**src/rtl/mem_ctrl_if.sv**
```systemverilog
// Request/response and byte-bus signal bundle for mem_ctrl.
// slave = the controller, master = the CPU requesters together with the memory.
interface mem_ctrl_if;
    logic        if_req;
    logic [31:0] if_addr;
    logic        if_done;
    logic [31:0] if_data;
    logic        ls_req;
    logic        ls_we;
    logic [1:0]  ls_size;
    logic        ls_sext;
    logic [31:0] ls_addr;
    logic [31:0] ls_wdata;
    logic        ls_done;
    logic [31:0] ls_rdata;
    logic [7:0]  mem_din;
    logic [7:0]  mem_dout;
    logic [31:0] mem_a;
    logic        mem_wr;

    modport master (
        output if_req, if_addr, ls_req, ls_we, ls_size, ls_sext, ls_addr, ls_wdata, mem_din,
        input  if_done, if_data, ls_done, ls_rdata, mem_dout, mem_a, mem_wr
    );

    modport slave (
        input  if_req, if_addr, ls_req, ls_we, ls_size, ls_sext, ls_addr, ls_wdata, mem_din,
        output if_done, if_data, ls_done, ls_rdata, mem_dout, mem_a, mem_wr
    );
endinterface

```
**src/rtl/mem_ctrl.sv**
```systemverilog
// Byte-serial memory controller: arbitrates fetch and load/store ports onto an
// 8-bit bus with one-cycle read latency, freezing sequencing while rdy_in is low.
module mem_ctrl (
    input  logic      clk_in,
    input  logic      rst_in,
    input  logic      rdy_in,
    mem_ctrl_if.slave bus
);
    typedef enum logic [1:0] {
        IDLE  = 2'd0,
        READ  = 2'd1,
        WRITE = 2'd2,
        DONE  = 2'd3
    } state_t;

    state_t      state_r, state_nxt_s;
    logic [31:0] addr_r, wdata_r, data_r, mem_a_r, if_data_r, ls_rdata_r;
    logic [7:0]  mem_dout_r;
    logic [2:0]  n_r, idx_r, cap_r;
    logic [1:0]  size_r;
    logic        sext_r, is_ls_r, pend_r, issued_r, wr_r, if_done_r, ls_done_r;

    logic        req_any_s, take_ls_s, take_we_s, read_last_s, write_last_s;
    logic [31:0] take_addr_s, data_cap_s;
    logic [2:0]  take_n_s, cap_cnt_s;

    function automatic logic [2:0] size_to_n(input logic [1:0] size);
        case (size)
            2'b00:   return 3'd1;
            2'b01:   return 3'd2;
            default: return 3'd4;
        endcase
    endfunction

    function automatic logic [7:0] byte_sel(input logic [31:0] w, input logic [1:0] i);
        case (i)
            2'd0:    return w[7:0];
            2'd1:    return w[15:8];
            2'd2:    return w[23:16];
            default: return w[31:24];
        endcase
    endfunction

    function automatic logic [31:0] byte_ins(input logic [31:0] w, input logic [1:0] i,
                                             input logic [7:0] b);
        logic [31:0] r;
        r = w;
        case (i)
            2'd0:    r[7:0]   = b;
            2'd1:    r[15:8]  = b;
            2'd2:    r[23:16] = b;
            default: r[31:24] = b;
        endcase
        return r;
    endfunction

    function automatic logic [31:0] load_ext(input logic [31:0] raw, input logic [1:0] size,
                                             input logic sext);
        case (size)
            2'b00:   return sext ? {{24{raw[7]}}, raw[7:0]} : {24'd0, raw[7:0]};
            2'b01:   return sext ? {{16{raw[15]}}, raw[15:0]} : {16'd0, raw[15:0]};
            default: return raw;
        endcase
    endfunction

    assign bus.mem_a    = mem_a_r;
    assign bus.mem_dout = mem_dout_r;
    // A paused cycle never writes, so each store byte lands exactly once.
    assign bus.mem_wr   = wr_r & rdy_in;
    assign bus.if_done  = if_done_r;
    assign bus.if_data  = if_data_r;
    assign bus.ls_done  = ls_done_r;
    assign bus.ls_rdata = ls_rdata_r;

    // Requester selection (load/store wins) and read-capture bookkeeping.
    always_comb begin
        req_any_s = bus.ls_req | bus.if_req;
        take_ls_s = bus.ls_req;
        if (bus.ls_req) begin
            take_we_s   = bus.ls_we;
            take_addr_s = bus.ls_addr;
            take_n_s    = size_to_n(bus.ls_size);
        end else begin
            take_we_s   = 1'b0;
            take_addr_s = bus.if_addr;
            take_n_s    = 3'd4;
        end
        if (issued_r) begin
            cap_cnt_s  = cap_r + 3'd1;
            data_cap_s = byte_ins(data_r, cap_r[1:0], bus.mem_din);
        end else begin
            cap_cnt_s  = cap_r;
            data_cap_s = data_r;
        end
        read_last_s  = (cap_cnt_s == n_r);
        write_last_s = (idx_r == n_r);
    end

    // Next-state logic; every transition waits for rdy_in.
    always_comb begin
        state_nxt_s = state_r;
        case (state_r)
            IDLE: begin
                if (rdy_in && req_any_s) state_nxt_s = take_we_s ? WRITE : READ;
                else                     state_nxt_s = IDLE;
            end
            READ: begin
                if (rdy_in && read_last_s) state_nxt_s = DONE;
                else                       state_nxt_s = READ;
            end
            WRITE: begin
                if (rdy_in && write_last_s) state_nxt_s = DONE;
                else                        state_nxt_s = WRITE;
            end
            DONE: begin
                if (rdy_in) state_nxt_s = IDLE;
                else        state_nxt_s = DONE;
            end
            default: state_nxt_s = IDLE;
        endcase
    end

    // State register.
    always_ff @(posedge clk_in or negedge rst_in) begin
        if (!rst_in) state_r <= IDLE;
        else         state_r <= state_nxt_s;
    end

    // Datapath: operand latch, address/data sequencing, capture and done pulses.
    always_ff @(posedge clk_in or negedge rst_in) begin
        if (!rst_in) begin
            addr_r     <= 32'd0;
            wdata_r    <= 32'd0;
            data_r     <= 32'd0;
            mem_a_r    <= 32'd0;
            mem_dout_r <= 8'd0;
            if_data_r  <= 32'd0;
            ls_rdata_r <= 32'd0;
            n_r        <= 3'd0;
            idx_r      <= 3'd0;
            cap_r      <= 3'd0;
            size_r     <= 2'd0;
            sext_r     <= 1'b0;
            is_ls_r    <= 1'b0;
            pend_r     <= 1'b0;
            issued_r   <= 1'b0;
            wr_r       <= 1'b0;
            if_done_r  <= 1'b0;
            ls_done_r  <= 1'b0;
        end else begin
            // The byte for an address the bus already saw arrives even during a pause.
            if (issued_r) begin
                data_r <= data_cap_s;
                cap_r  <= cap_cnt_s;
            end
            if (!rdy_in) begin
                issued_r <= 1'b0;
            end else begin
                case (state_r)
                    IDLE: begin
                        issued_r <= 1'b0;
                        if (req_any_s) begin
                            addr_r  <= take_addr_s;
                            n_r     <= take_n_s;
                            size_r  <= bus.ls_size;
                            sext_r  <= bus.ls_sext;
                            wdata_r <= bus.ls_wdata;
                            is_ls_r <= take_ls_s;
                            mem_a_r <= take_addr_s;
                            wr_r    <= take_we_s;
                            pend_r  <= ~take_we_s;
                            idx_r   <= 3'd1;
                            cap_r   <= 3'd0;
                            data_r  <= 32'd0;
                            if (take_we_s) mem_dout_r <= byte_sel(bus.ls_wdata, 2'd0);
                        end
                    end
                    READ: begin
                        // pend_r: mem_a holds an address the bus has not consumed yet.
                        issued_r <= pend_r;
                        if (pend_r) begin
                            if (idx_r < n_r) begin
                                mem_a_r <= addr_r + {29'd0, idx_r};
                                idx_r   <= idx_r + 3'd1;
                            end else begin
                                pend_r <= 1'b0;
                            end
                        end
                        if (read_last_s) begin
                            if (is_ls_r) begin
                                ls_done_r  <= 1'b1;
                                ls_rdata_r <= load_ext(data_cap_s, size_r, sext_r);
                            end else begin
                                if_done_r <= 1'b1;
                                if_data_r <= data_cap_s;
                            end
                        end
                    end
                    WRITE: begin
                        if (!write_last_s) begin
                            mem_a_r    <= addr_r + {29'd0, idx_r};
                            mem_dout_r <= byte_sel(wdata_r, idx_r[1:0]);
                            idx_r      <= idx_r + 3'd1;
                        end else begin
                            wr_r      <= 1'b0;
                            ls_done_r <= 1'b1;
                        end
                    end
                    DONE: begin
                        if_done_r <= 1'b0;
                        ls_done_r <= 1'b0;
                    end
                    default: issued_r <= 1'b0;
                endcase
            end
        end
    end
endmodule

```
**src/flat_wrapper.sv**
```systemverilog
// flat-port wrapper written by rule: the top's interface ports become plain ports
module mem_ctrl_flat 
  (clk_in, rst_in, rdy_in, bus_if_req, bus_if_addr, bus_ls_req, bus_ls_we, bus_ls_size, bus_ls_sext, bus_ls_addr, bus_ls_wdata, bus_mem_din, bus_if_done, bus_if_data, bus_ls_done, bus_ls_rdata, bus_mem_dout, bus_mem_a, bus_mem_wr);
  mem_ctrl_if bus_i ();
  input  logic clk_in;
  input  logic rst_in;
  input  logic rdy_in;
  input wire logic [$bits(bus_i.if_req)-1:0] bus_if_req;
  input wire logic [$bits(bus_i.if_addr)-1:0] bus_if_addr;
  input wire logic [$bits(bus_i.ls_req)-1:0] bus_ls_req;
  input wire logic [$bits(bus_i.ls_we)-1:0] bus_ls_we;
  input wire logic [$bits(bus_i.ls_size)-1:0] bus_ls_size;
  input wire logic [$bits(bus_i.ls_sext)-1:0] bus_ls_sext;
  input wire logic [$bits(bus_i.ls_addr)-1:0] bus_ls_addr;
  input wire logic [$bits(bus_i.ls_wdata)-1:0] bus_ls_wdata;
  input wire logic [$bits(bus_i.mem_din)-1:0] bus_mem_din;
  output wire logic [$bits(bus_i.if_done)-1:0] bus_if_done;
  output wire logic [$bits(bus_i.if_data)-1:0] bus_if_data;
  output wire logic [$bits(bus_i.ls_done)-1:0] bus_ls_done;
  output wire logic [$bits(bus_i.ls_rdata)-1:0] bus_ls_rdata;
  output wire logic [$bits(bus_i.mem_dout)-1:0] bus_mem_dout;
  output wire logic [$bits(bus_i.mem_a)-1:0] bus_mem_a;
  output wire logic [$bits(bus_i.mem_wr)-1:0] bus_mem_wr;
  assign bus_i.if_req = bus_if_req;
  assign bus_i.if_addr = bus_if_addr;
  assign bus_i.ls_req = bus_ls_req;
  assign bus_i.ls_we = bus_ls_we;
  assign bus_i.ls_size = bus_ls_size;
  assign bus_i.ls_sext = bus_ls_sext;
  assign bus_i.ls_addr = bus_ls_addr;
  assign bus_i.ls_wdata = bus_ls_wdata;
  assign bus_i.mem_din = bus_mem_din;
  assign bus_if_done = bus_i.if_done;
  assign bus_if_data = bus_i.if_data;
  assign bus_ls_done = bus_i.ls_done;
  assign bus_ls_rdata = bus_i.ls_rdata;
  assign bus_mem_dout = bus_i.mem_dout;
  assign bus_mem_a = bus_i.mem_a;
  assign bus_mem_wr = bus_i.mem_wr;
  mem_ctrl u_core (.clk_in(clk_in), .rst_in(rst_in), .rdy_in(rdy_in), .bus(bus_i));
endmodule
```
**config.mk**
```make
export PLATFORM = sky130hd
export DESIGN_NAME = mem_ctrl_flat
export DESIGN_NICKNAME = d
export VERILOG_FILES = /design/src/rtl/mem_ctrl_if.sv /design/src/rtl/mem_ctrl.sv /design/src/flat_wrapper.sv
export SDC_FILE = /design/constraint.sdc
export NUM_CORES = 1
export LEC_CHECK = 0
export BUFFER_PORTS_ARGS = -buffer_cell sky130_fd_sc_hd__buf_2
export CAP_MARGIN = 20
export CORE_MARGIN = 10
export CORE_UTILIZATION = 50
export CTS_BUF_LIST = sky130_fd_sc_hd__clkbuf_8
export CTS_CLUSTER_DIAMETER = 100
export DETAILED_ROUTE_END_ITERATION = 8
export GPL_TIMING_DRIVEN = 0
export PLACE_DENSITY = 0.76
export SYNTH_ARGS = -nofsm -noshare
export SYNTH_HDL_FRONTEND = slang
export SYNTH_SLANG_ARGS = --single-unit
export TNS_END_PERCENT = 5
```
**constraint.sdc**
```tcl
create_clock -name clk_in -period 3.35 [get_ports clk_in]
set_input_delay 0.335 -clock clk_in [delete_from_list [all_inputs] [get_ports clk_in]]
set_output_delay 0.335 -clock clk_in [all_outputs]
set_load 0.01 [all_outputs]
```
# --- Word level (Yosys, flattened, before mapping) ---
# Index checks and enable logic that the tools add are counted.
word_totals:
  reg_bits: 220
  output_inout_bits: 107
  in_bits: 113
op_classes:
  magnitude_cmp: 1
  n_addsub: 3
  bitwise: 4
  reduce_logical: 23
  eq_ne: 21
  muxes: 58
op_table:
  columns: ["cell", "count"]
  rows:
  - ["two-way mux 32 bit", 12]
  - ["one-hot mux 32 bit (3 select lines)", 1]
  - ["one-hot mux 32 bit (2 select lines)", 1]
  - ["two-way mux 8 bit", 7]
  - ["adder 32 x 3 -> 32 bit", 1]
  - ["two-way mux 3 bit", 10]
  - ["one-hot mux 8 bit (3 select lines)", 1]
  - ["one-hot mux 8 bit (2 select lines)", 1]
  - ["AND reduction 4 bit", 4]
  - ["inequality test 2 x 1 -> 1 bit, second input constant", 7]
  - ["two-way mux 1 bit", 13]
  - ["== test 2 x 1 -> 1 bit, second input constant", 5]
  - ["zero test 2 bit", 5]
  - ["AND reduction 5 bit", 2]
  - ["one-hot mux 3 bit (3 select lines)", 1]
  - ["== test 2 bit, second input constant", 4]
  - ["two-way mux 2 bit", 4]
  - ["one-hot mux 1 bit (2 select lines)", 4]
  - ["one-hot mux 2 bit (4 select lines)", 1]
  - ["adder 3 x 1 -> 3 bit, second input constant", 2]
  - ["== test 3 bit", 2]
  - ["one-hot mux 3 bit (2 select lines)", 1]
  - ["AND reduction 3 bit", 2]
  - ["AND reduction 6 bit", 1]
  - ["other kinds (11)", 18]

# --- Logic depth before layout (Yosys ltp) ---
# Gate-level depths: netlist of run 1.
logic_depth:
  ltp_word: 8
  mapped_depth: 11

# --- Worst setup path before layout of run 1 ---
# No wires, ideal clock.
synth_path:
  kind: "reg-to-reg"
  from: "register u_core.cap_r[0]"
  to: "register u_core.if_data_r[29], in the netlist u_core.bus.if_data[29]"
  setup_ps: 127
  n_path_buf: 2
  path_stages_with_launch: 10
  arrival_ps: 2165
  t_required_ps: 3223
  slack_ps: 1057
  period_less_slack_ps: 2293
  cell_sequence: "dfrtp_1 > inv_1 > ha_1 > xnor2_1 > a21boi_1 > nor4_1 > and2_1 > buf_2 > buf_4 > mux2_1"
synth_via:
  elab_chain_len: 4
  word_cells_on_any_way: 10
  cone_classes: "1 x add/sub; 3 x eq/ne; 3 x mux; 3 x reduce/logical"
synth_rtl:
  columns: ["element", "line_no", "source"]
  rows:
  - ["from (decl)", "mem_ctrl.sv:19", "logic [2:0] n_r, idx_r, cap_r;"]
  - ["from (signal assigned)", "mem_ctrl.sv:154", "cap_r <= cap_cnt_s;"]
  - ["adder 3 x 1 -> 3 bit (tied with other cells)", "mem_ctrl.sv:89", "cap_cnt_s = cap_r + 3'd1;"]
  - ["two-way mux 3 bit or OR reduction 3 bit (tied branches)", null, null]
  - ["== test 3 bit or two-way mux 8 bit (tied branches)", "mem_ctrl.sv:95, mem_ctrl.sv:48", null]
  - ["AND reduction 4 bit (no source line) or two-way mux 32 bit (tied branches)", null, null]
  - ["to (signal assigned)", "mem_ctrl.sv:195", "if_data_r <= data_cap_s;"]
  - ["to (decl)", "mem_ctrl.sv:17", "logic [31:0] addr_r, wdata_r, data_r, mem_a_r, if_data_r, ls_rdata_r;"]
# Parallel ways exist; a longest one is shown, timed or not.
# A chain may end at the register's enable or synchronous reset.

# --- Worst setup path after layout of run 1 ---
layout_path:
  from: "register u_core.state_r[0]"
  to: "register u_core.n_r[0]"
layout_via:
  elab_chain_len: 2
layout_rtl:
  columns: ["element", "line_no", "source"]
  rows:
  - ["from (decl)", "mem_ctrl.sv:16", "state_t state_r, state_nxt_s;"]
  - ["from (signal assigned)", "mem_ctrl.sv:126", "else state_r <= state_nxt_s;"]
  - ["zero test 2 bit", null, null]
  - ["AND reduction 3 bit (no source line)", null, null]
  - ["to (signal assigned)", "mem_ctrl.sv:164", "n_r <= take_n_s;"]
  - ["to (decl)", "mem_ctrl.sv:19", null]
# Every way passes these cells.

==> impl_metrics.yaml, run 1 <==
clock_tree:
  cts.sinks: 220
  cts_setup_buffers: 0
  root_buffer: "clkbuf_8"
  cts_inserted_buffers: 38
  cts_tree: "built"
  htree_levels: 2
  cts_resized: 0
  clk_pin_slew_worst_paths_ns: 0.06
  insertion_delay_ns: 0.53
  hold_buffers: 7
  clk_path_buf_depth: 3
global_routing:
  grt_max_degree: 127
  antenna_found_initial: 5
  grt.overflow.total: 0
  grt_pass1_wl_mm: 48.0
  grt_usage_pct: 22.0
  grt_pass1_vias: 9018
cells_and_area:
  areaGrowthSynthToFinish_pct: 22.7
  postLayoutCellArea_um2: 12900
  final_common_cell: "buf_2"
  nets: 1432
  fin_util_pct: 63.1
  final_cell_mix: "buf_2 (227), nand2_1 (220), dfrtp_1 (220)"
  drive_above_1_share_pct: 26.7
synthesis:
  yosys_warnings: 0
  synth_seq_cells: 220
  synthCells: 1032
  ys.flop_type: "dfrtp_1"
  synth_cell_types: 62
  syn-cell-area_um2: 10500
  syn_nets: 1166
  yosysSeqAreaShare_pct: 52.4
  syn_area_per_cell_um2: 10.2
  synthArstFlopShare_pct: 100
  synth-edff-count: 0
timing:
  finalHoldViolCount: 0
  grt_setup_unrepaired: "false"
  timing.final.crit_period_ns: 2.65
  timing.fmax_ghz: 0.377
  setup_tns_ns: 0
  skew_ns: 0.0384
  drv_slew: 0
  min_period_over_period_pct: 79.2
  relSlewSlack_pct: 32.0
  tightest_slew_ns: 1.02
  finalSetupViolCount: 0
  layout_setup_ws_ns: 0.696
power_and_ir_drop:
  internal-power_mw: 6.67
  ir_drop_uv: 453
  comb_power_share_pct: 35.9
  p_leak_nw: 6.62
  swShare_pct: 38.0
  totalPowerFinal_mw: 10.7
  p_sw_mw: 4.08
  clock_power_share_pct: 24.7
  power_density_nw_per_um2: 833
  p_seq_share_pct: 39.4
route:
  vias: 8839
  totalWireLength_mm: 30.3
  via_per_inst: 5.53
  drt_iter0_drc: 575
  route.detailed.drc: 0
  ant_nets: 0
  wl_per_cell_um: 19.0
  drtPass1Iterations: 7
floorplanning:
  die_y_um: 165
  die_w_um: 165
  start_util_pct: 51.4
  ios: 220
  fp-row-count: 52
  die-area_um2: 27200
  core_um2: 20400
run_status:
  status: "complete, no violations"
worst_hold_path:
  hp-class: "input pin to flip-flop"
worst_setup_path:
  startpoint_type: "flip-flop"
  crit_type: "flip-flop to flip-flop"
  crit_fanout: 10
  critPathCaptureType: "flip-flop"
  crit_arrival_ns: 3.04
  cp.required_ns: 3.74
placed_design:
  io_buffers: 218
  dp_slack_ns: 0.719
  place_area_um2: 12000
  dp_hpwl_mm: 22.1
  gp_congestion: 0.860
flow_run:
  maxCapViolCount: 0
## final cells by class
| cell class | count | area (um^2) |
|---|---|---|
| fillers | 1708 | 7540 |
| flip-flops and latches | 220 | 5510 |
| multi-input cells | 728 | 4620 |
| repair buffers | 226 | 1200 |
| clock buffers | 53 | 729 |
| well taps | 270 | 338 |
| plain buffers | 65 | 313 |
| clock inverters | 14 | 114 |
| inverters | 19 | 71.3 |
| diodes | 3 | 7.51 |
## cell usage after synthesis, types with 2 or more instances
library cell	n	share of area, %
a21oi_1	39	1.9
xnor2_1	16	1.3
o31ai_1	5	0.36
or3_1	4	0.24
o211a_1	2	0.19
nand2_2	2	0.12
mux2_2	48	5.1
nor2b_1	2	0.12
and2_1	27	1.6
nand2b_1	2	0.12
buf_6	6	0.64
mux2i_1	51	4.9
a21o_1	3	0.21
nand3b_1	3	0.21
nor3b_1	3	0.21
nand2_1	220	7.9
nand3_1	20	0.95
a21boi_0	18	1.3
nor3_1	23	1.1
a221o_1	16	1.5
and3_1	6	0.36
dfrtp_1	220	52
buf_2	10	0.48
o2bb2ai_1	2	0.17
o211ai_1	5	0.36
a222oi_1	8	0.76
and4_1	2	0.17
inv_1	18	0.64
buf_4	3	0.21
clkbuf_1	46	1.6
nor4_1	10	0.60
ha_1	20	2.4
nor2_1	24	0.86
nand4_1	5	0.30
o21ai_0	99	4.7
mux2_1	2	0.21
xor2_1	17	1.4
## per-stage QoR
step	cells	hold WS, ns
final	1598	0.0239
after detailed placement	1521	0.406
after global placement	1520	0.459
after floorplan	1032	0.0394
after CTS	1595	0.000320
after global routing	1596	0.0155
## layer usage
| layer | wire (um) | share of wire, % | vias up | GRT usage (%) |
|---|---|---|---|---|
| met3 | 2920 | 9.6 | 67 | 5.73 |
| met5 | 26 | 0.086 | - | 0 |
| met1 | 12600 | 42 | 4259 | 28.6 |
| met4 | 792 | 2.6 | 4 | 7.13 |
| li1 | - | - | 4129 | - |
| met2 | 14000 | 46 | 380 | 35.1 |
## kinds of logic after synthesis
group | Yosys count | share of synthesized area, %
AND/OR/NAND/NOR | 363 | 15.7
flip-flops | 220 | 52.4
AO/OA/AOI/OAI | 209 | 12.5
multiplexers | 101 | 10.2
buffers and inverters | 84 | 3.66
XOR/XNOR | 34 | 2.97
adder cells (fa/ha/maj) | 21 | 2.57
## critical path, stage by stage (launching register included)
cell and delay, ns:
dfrtp_1 0.40, inv_1 0.10, ha_1 0.22, buf_6 0.14, o211ai_1 0.42, clkbuf_1 0.53, clkbuf_1 0.51, nand2_1 0.11
o41ai_1 0.08
## worst paths after layout
| path | start | slack, ns | cells after the start | to |
|---|---|---|---|---|
| hold / removal | bus_ls_wdata[15] | 0.02 | 3 | u_core.wdata_r[15] |
| min in group asynchronous | rst_in | 0.41 | 2 | u_core.addr_r[27] |
| hold reg to reg | u_core.bus.ls_rdata[1] | 0.47 | 2 | u_core.bus.ls_rdata[1] |
| setup reg to reg | u_core.state_r[0] | 0.70 | 8 | u_core.n_r[0] |
| setup / recovery | u_core.state_r[0] | 0.70 | 8 | u_core.n_r[0] |
| max in group asynchronous | rst_in | 1.88 | 3 | u_core.bus.if_data[25] |
## power groups by stage
stage	Sequential, mW	Clock (mW)	Combinational, mW
after floorplan	4.32	0	2.33
final	4.23	2.65	3.86
after detailed placement	4.26	0	3.85
after global placement	4.22	0	3.74
after CTS	4.22	2.69	3.88
after global routing	4.35	2.83	4.32
## state kept, by name, summed over array words and instances, names as in the netlist, 2 cells and up
signal / flops
u_core.n_r: 3
u_core.bus.mem_a: 32
u_core.bus.mem_dout: 8
u_core.wdata_r: 32
u_core.addr_r: 32
u_core.idx_r: 3
u_core.state_r: 2
u_core.data_r: 32
u_core.cap_r: 3
u_core.size_r: 2
u_core.bus.if_data: 32
u_core.bus.ls_rdata: 32
Power figures use the tool's default switching activity.
==> run 2, diff against run 1 <==
--- a/config.mk
+++ b/config.mk
@@ -5,6 +5,7 @@
 export SDC_FILE = /design/constraint.sdc
 export NUM_CORES = 1
 export LEC_CHECK = 0
+export ABC_AREA = 1
 export BUFFER_PORTS_ARGS = -buffer_cell sky130_fd_sc_hd__buf_2
 export CAP_MARGIN = 20
 export CORE_MARGIN = 10
@@ -13,7 +14,7 @@
 export CTS_CLUSTER_DIAMETER = 100
 export DETAILED_ROUTE_END_ITERATION = 8
 export GPL_TIMING_DRIVEN = 0
-export PLACE_DENSITY = 0.76
+export PLACE_DENSITY = 0.78
 export SYNTH_ARGS = -nofsm -noshare
 export SYNTH_HDL_FRONTEND = slang
 export SYNTH_SLANG_ARGS = --single-unit
==> constraint.sdc (replaced) <==
create_clock -name clk_in -period 2.3 [get_ports clk_in]
set_input_delay 0.23 -clock clk_in [delete_from_list [all_inputs] [get_ports clk_in]]
set_output_delay 0.23 -clock clk_in [all_outputs]
set_load 0.01 [all_outputs]
==> run 2 against run 1 <==
Net effect:
- non-clock buffer count rose by 59
- via count increased by 24%
- critical path type unchanged
- critical endpoint is now u_core.addr_r[29]
- largest power group is now combinational logic
- die area grew 4.8%
==> impl_metrics.yaml, run 2 <==
route:
  wl_per_cell_um: 17.4
  drtPass1Iterations: 5
  ant_nets: 0
  drt_iter0_drc: 1161
  route.detailed.drc: 0
  vias: 11000
  via_per_inst: 5.31
  totalWireLength_mm: 35.9
run_status:
  status: "complete, no violations"
worst_hold_path:
  hp-class: "input pin to flip-flop"
synthesis:
  synth-edff-count: 0
  yosysSeqAreaShare_pct: 49.7
  synth_cell_types: 41
  synth_commonest_cells: "nand2_1 (542), dfrtp_1 (220), inv_1 (126)"
  synthArstFlopShare_pct: 100
  synthCells: 1430
  netlist.area_leader.share_pct: 49.7
  syn_area_per_cell_um2: 7.75
  ys.flop_type: "dfrtp_1"
  syn-cell-area_um2: 11100
  yosys_warnings: 0
  yosysMostFrequentCell: "nand2_1"
  yosys-top-cells-area: "dfrtp_1 (50%), nand2_1 (18%), inv_1 (4.3%), nor2_1 (4.0%), o21ai_0 (3.3%)"
  synth_top_cell_by_area: "dfrtp_1"
  syn_nets: 1564
  synth_seq_cells: 220
cells_and_area:
  antenna_cells: 0
  seqCellArea_um2: 5510
  drive_above_1_share_pct: 19.4
  multi_input_area_um2: 4740
  fillCellCount: 1894
  final_cell_mix: "nand2_1 (542), buf_2 (239), dfrtp_1 (220)"
  areaGrowthSynthToFinish_pct: 26.9
  stdcell_count: 2066
  nets: 1890
  final_common_cell: "nand2_1"
global_routing:
  grt.overflow.total: 0
  grt_max_degree: 93
  grt_pass1_vias: 10900
  grt_usage_pct: 24.9
  grt_pass1_wl_mm: 57.8
  antenna_found_initial: 0
power_and_ir_drop:
  p_leak_nw: 7.37
  internal-power_mw: 9.53
  p_sw_mw: 6.88
  p_seq_share_pct: 37.3
  swShare_pct: 41.9
  totalPowerFinal_mw: 16.4
  clock_power_share_pct: 22.8
  power_density_nw_per_um2: 1170
  comb_power_share_pct: 39.8
  ir_drop_uv: 733
timing:
  timing.final.crit_period_ns: 2.23
  grt_setup_unrepaired: "true"
  finalHoldViolCount: 0
  relSlewSlack_pct: 46.5
  timing.fmax_ghz: 0.449
  skew_ns: 0.0340
  tightest_slew_ns: 0.803
  drv_slew: 0
  layout_setup_ws_ns: 0.0738
  min_period_over_period_pct: 96.8
  finalSetupViolCount: 0
flow_run:
  maxCapViolCount: 0
worst_setup_path:
  startpoint_type: "flip-flop"
  crit_type: "flip-flop to flip-flop"
  cp.required_ns: 2.66
  critPathCaptureType: "flip-flop"
  crit_arrival_ns: 2.58
  crit_fanout: 10
floorplanning:
  die_w_um: 169
  start_util_pct: 50.8
  ios: 220
  die-area_um2: 28500
  core_um2: 21800
  fp-row-count: 54
  die_y_um: 169
clock_tree:
  cts_inserted_buffers: 39
  clk_pin_slew_worst_paths_ns: 0.07
  root_buffer: "clkbuf_8"
  cts.sinks: 220
  clk_path_buf_depth: 3
  cts_tree: "built"
  htree_levels: 2
  insertion_delay_ns: 0.55
placed_design:
  io_buffers: 218
  dp_hpwl_mm: 25.9
  gp_congestion: 0.955
  dp.cells: 1930
  dp_slack_ns: 0.00739
[run 2: critical path: stages (launching register included)]
cell and delay, ns:
dfrtp_1 0.42, inv_1 0.12, ha_1 0.23, inv_1 0.06, nor2_1 0.12, buf_2 0.24
clkbuf_1 0.64, a31oi_1 0.19
[run 2: final timing paths]
path,startpoint,end,slack (ns),cells after the start
hold / removal,bus_if_addr[1],u_core.addr_r[1],0.03,3
hold reg to reg,u_core.bus.if_done,u_core.bus.if_done,0.47,2
max in group asynchronous,rst_in,u_core.bus.mem_a[28],1.23,3
setup reg to reg,u_core.state_r[1],u_core.addr_r[29],0.07,7
setup / recovery,u_core.state_r[1],u_core.addr_r[29],0.07,7
min in group asynchronous,rst_in,u_core.bus.if_data[19],0.20,2
[run 2: metal layers]
layer  vias to the layer above  wire (um)  track usage, %
met5                         -          0               0
met4                         0        857            7.53
met3                        71       3370            6.58
met2                       516      16600            39.3
met1                      5163      15100            32.8
li1                       5213          -               -
[run 2: area by class of cell]
class | instances | share of cell area, %
sequential | 220 | 39.1
multi-input combinational | 1015 | 33.7
timing repair buffer | 285 | 12.8
clock buffer | 46 | 4.50
inverter | 130 | 3.53
buffer | 65 | 2.61
tap | 280 | 2.49
clock inverter | 25 | 1.24
[run 2: logic make-up after synthesis]
kind of cell,synth area share [%]
DFF,49.7
and+or+nand+nor,28.8
buffers and inverters,7.72
AOI/OAI and AO/OA,10.3
muxes,0.271
adders and majority gates,2.44
xor gates and xnor gates,0.790
[run 2: power groups by stage]
stage | clock, mW | sequential (mW) | combinational, mW
2_1_floorplan | 0 | 6.15 | 3.94
3_3_place_gp | 0 | 6.12 | 6.11
3_5_place_dp | 0 | 6.13 | 6.31
4_1_cts | 3.81 | 6.09 | 6.44
5_1_grt | 3.99 | 6.28 | 7.36
6_report | 3.74 | 6.13 | 6.54
[run 2: repair_timing]
item,4_1_cts,5_1_grt
hold endpoints to repair,120,0
gates resized for setup,2,10
hold buffers,63,0
buffers inserted,0,2
setup endpoints to repair,1,26
pin swaps,0,1
[run 2: per-stage QoR]
stage	setup TNS, ns	hold slack (ns)	util, %	cell area [um^2]
2_1_floorplan	0	-0.0656	-	11100
3_3_place_gp	-607.11	0.434	57.4	12500
3_5_place_dp	0	0.201	57.7	12600
4_1_cts	0	0.000279	64.3	14000
5_1_grt	-0.0766	0.00392	64.5	14100
6_report	0	0.0288	64.5	14100
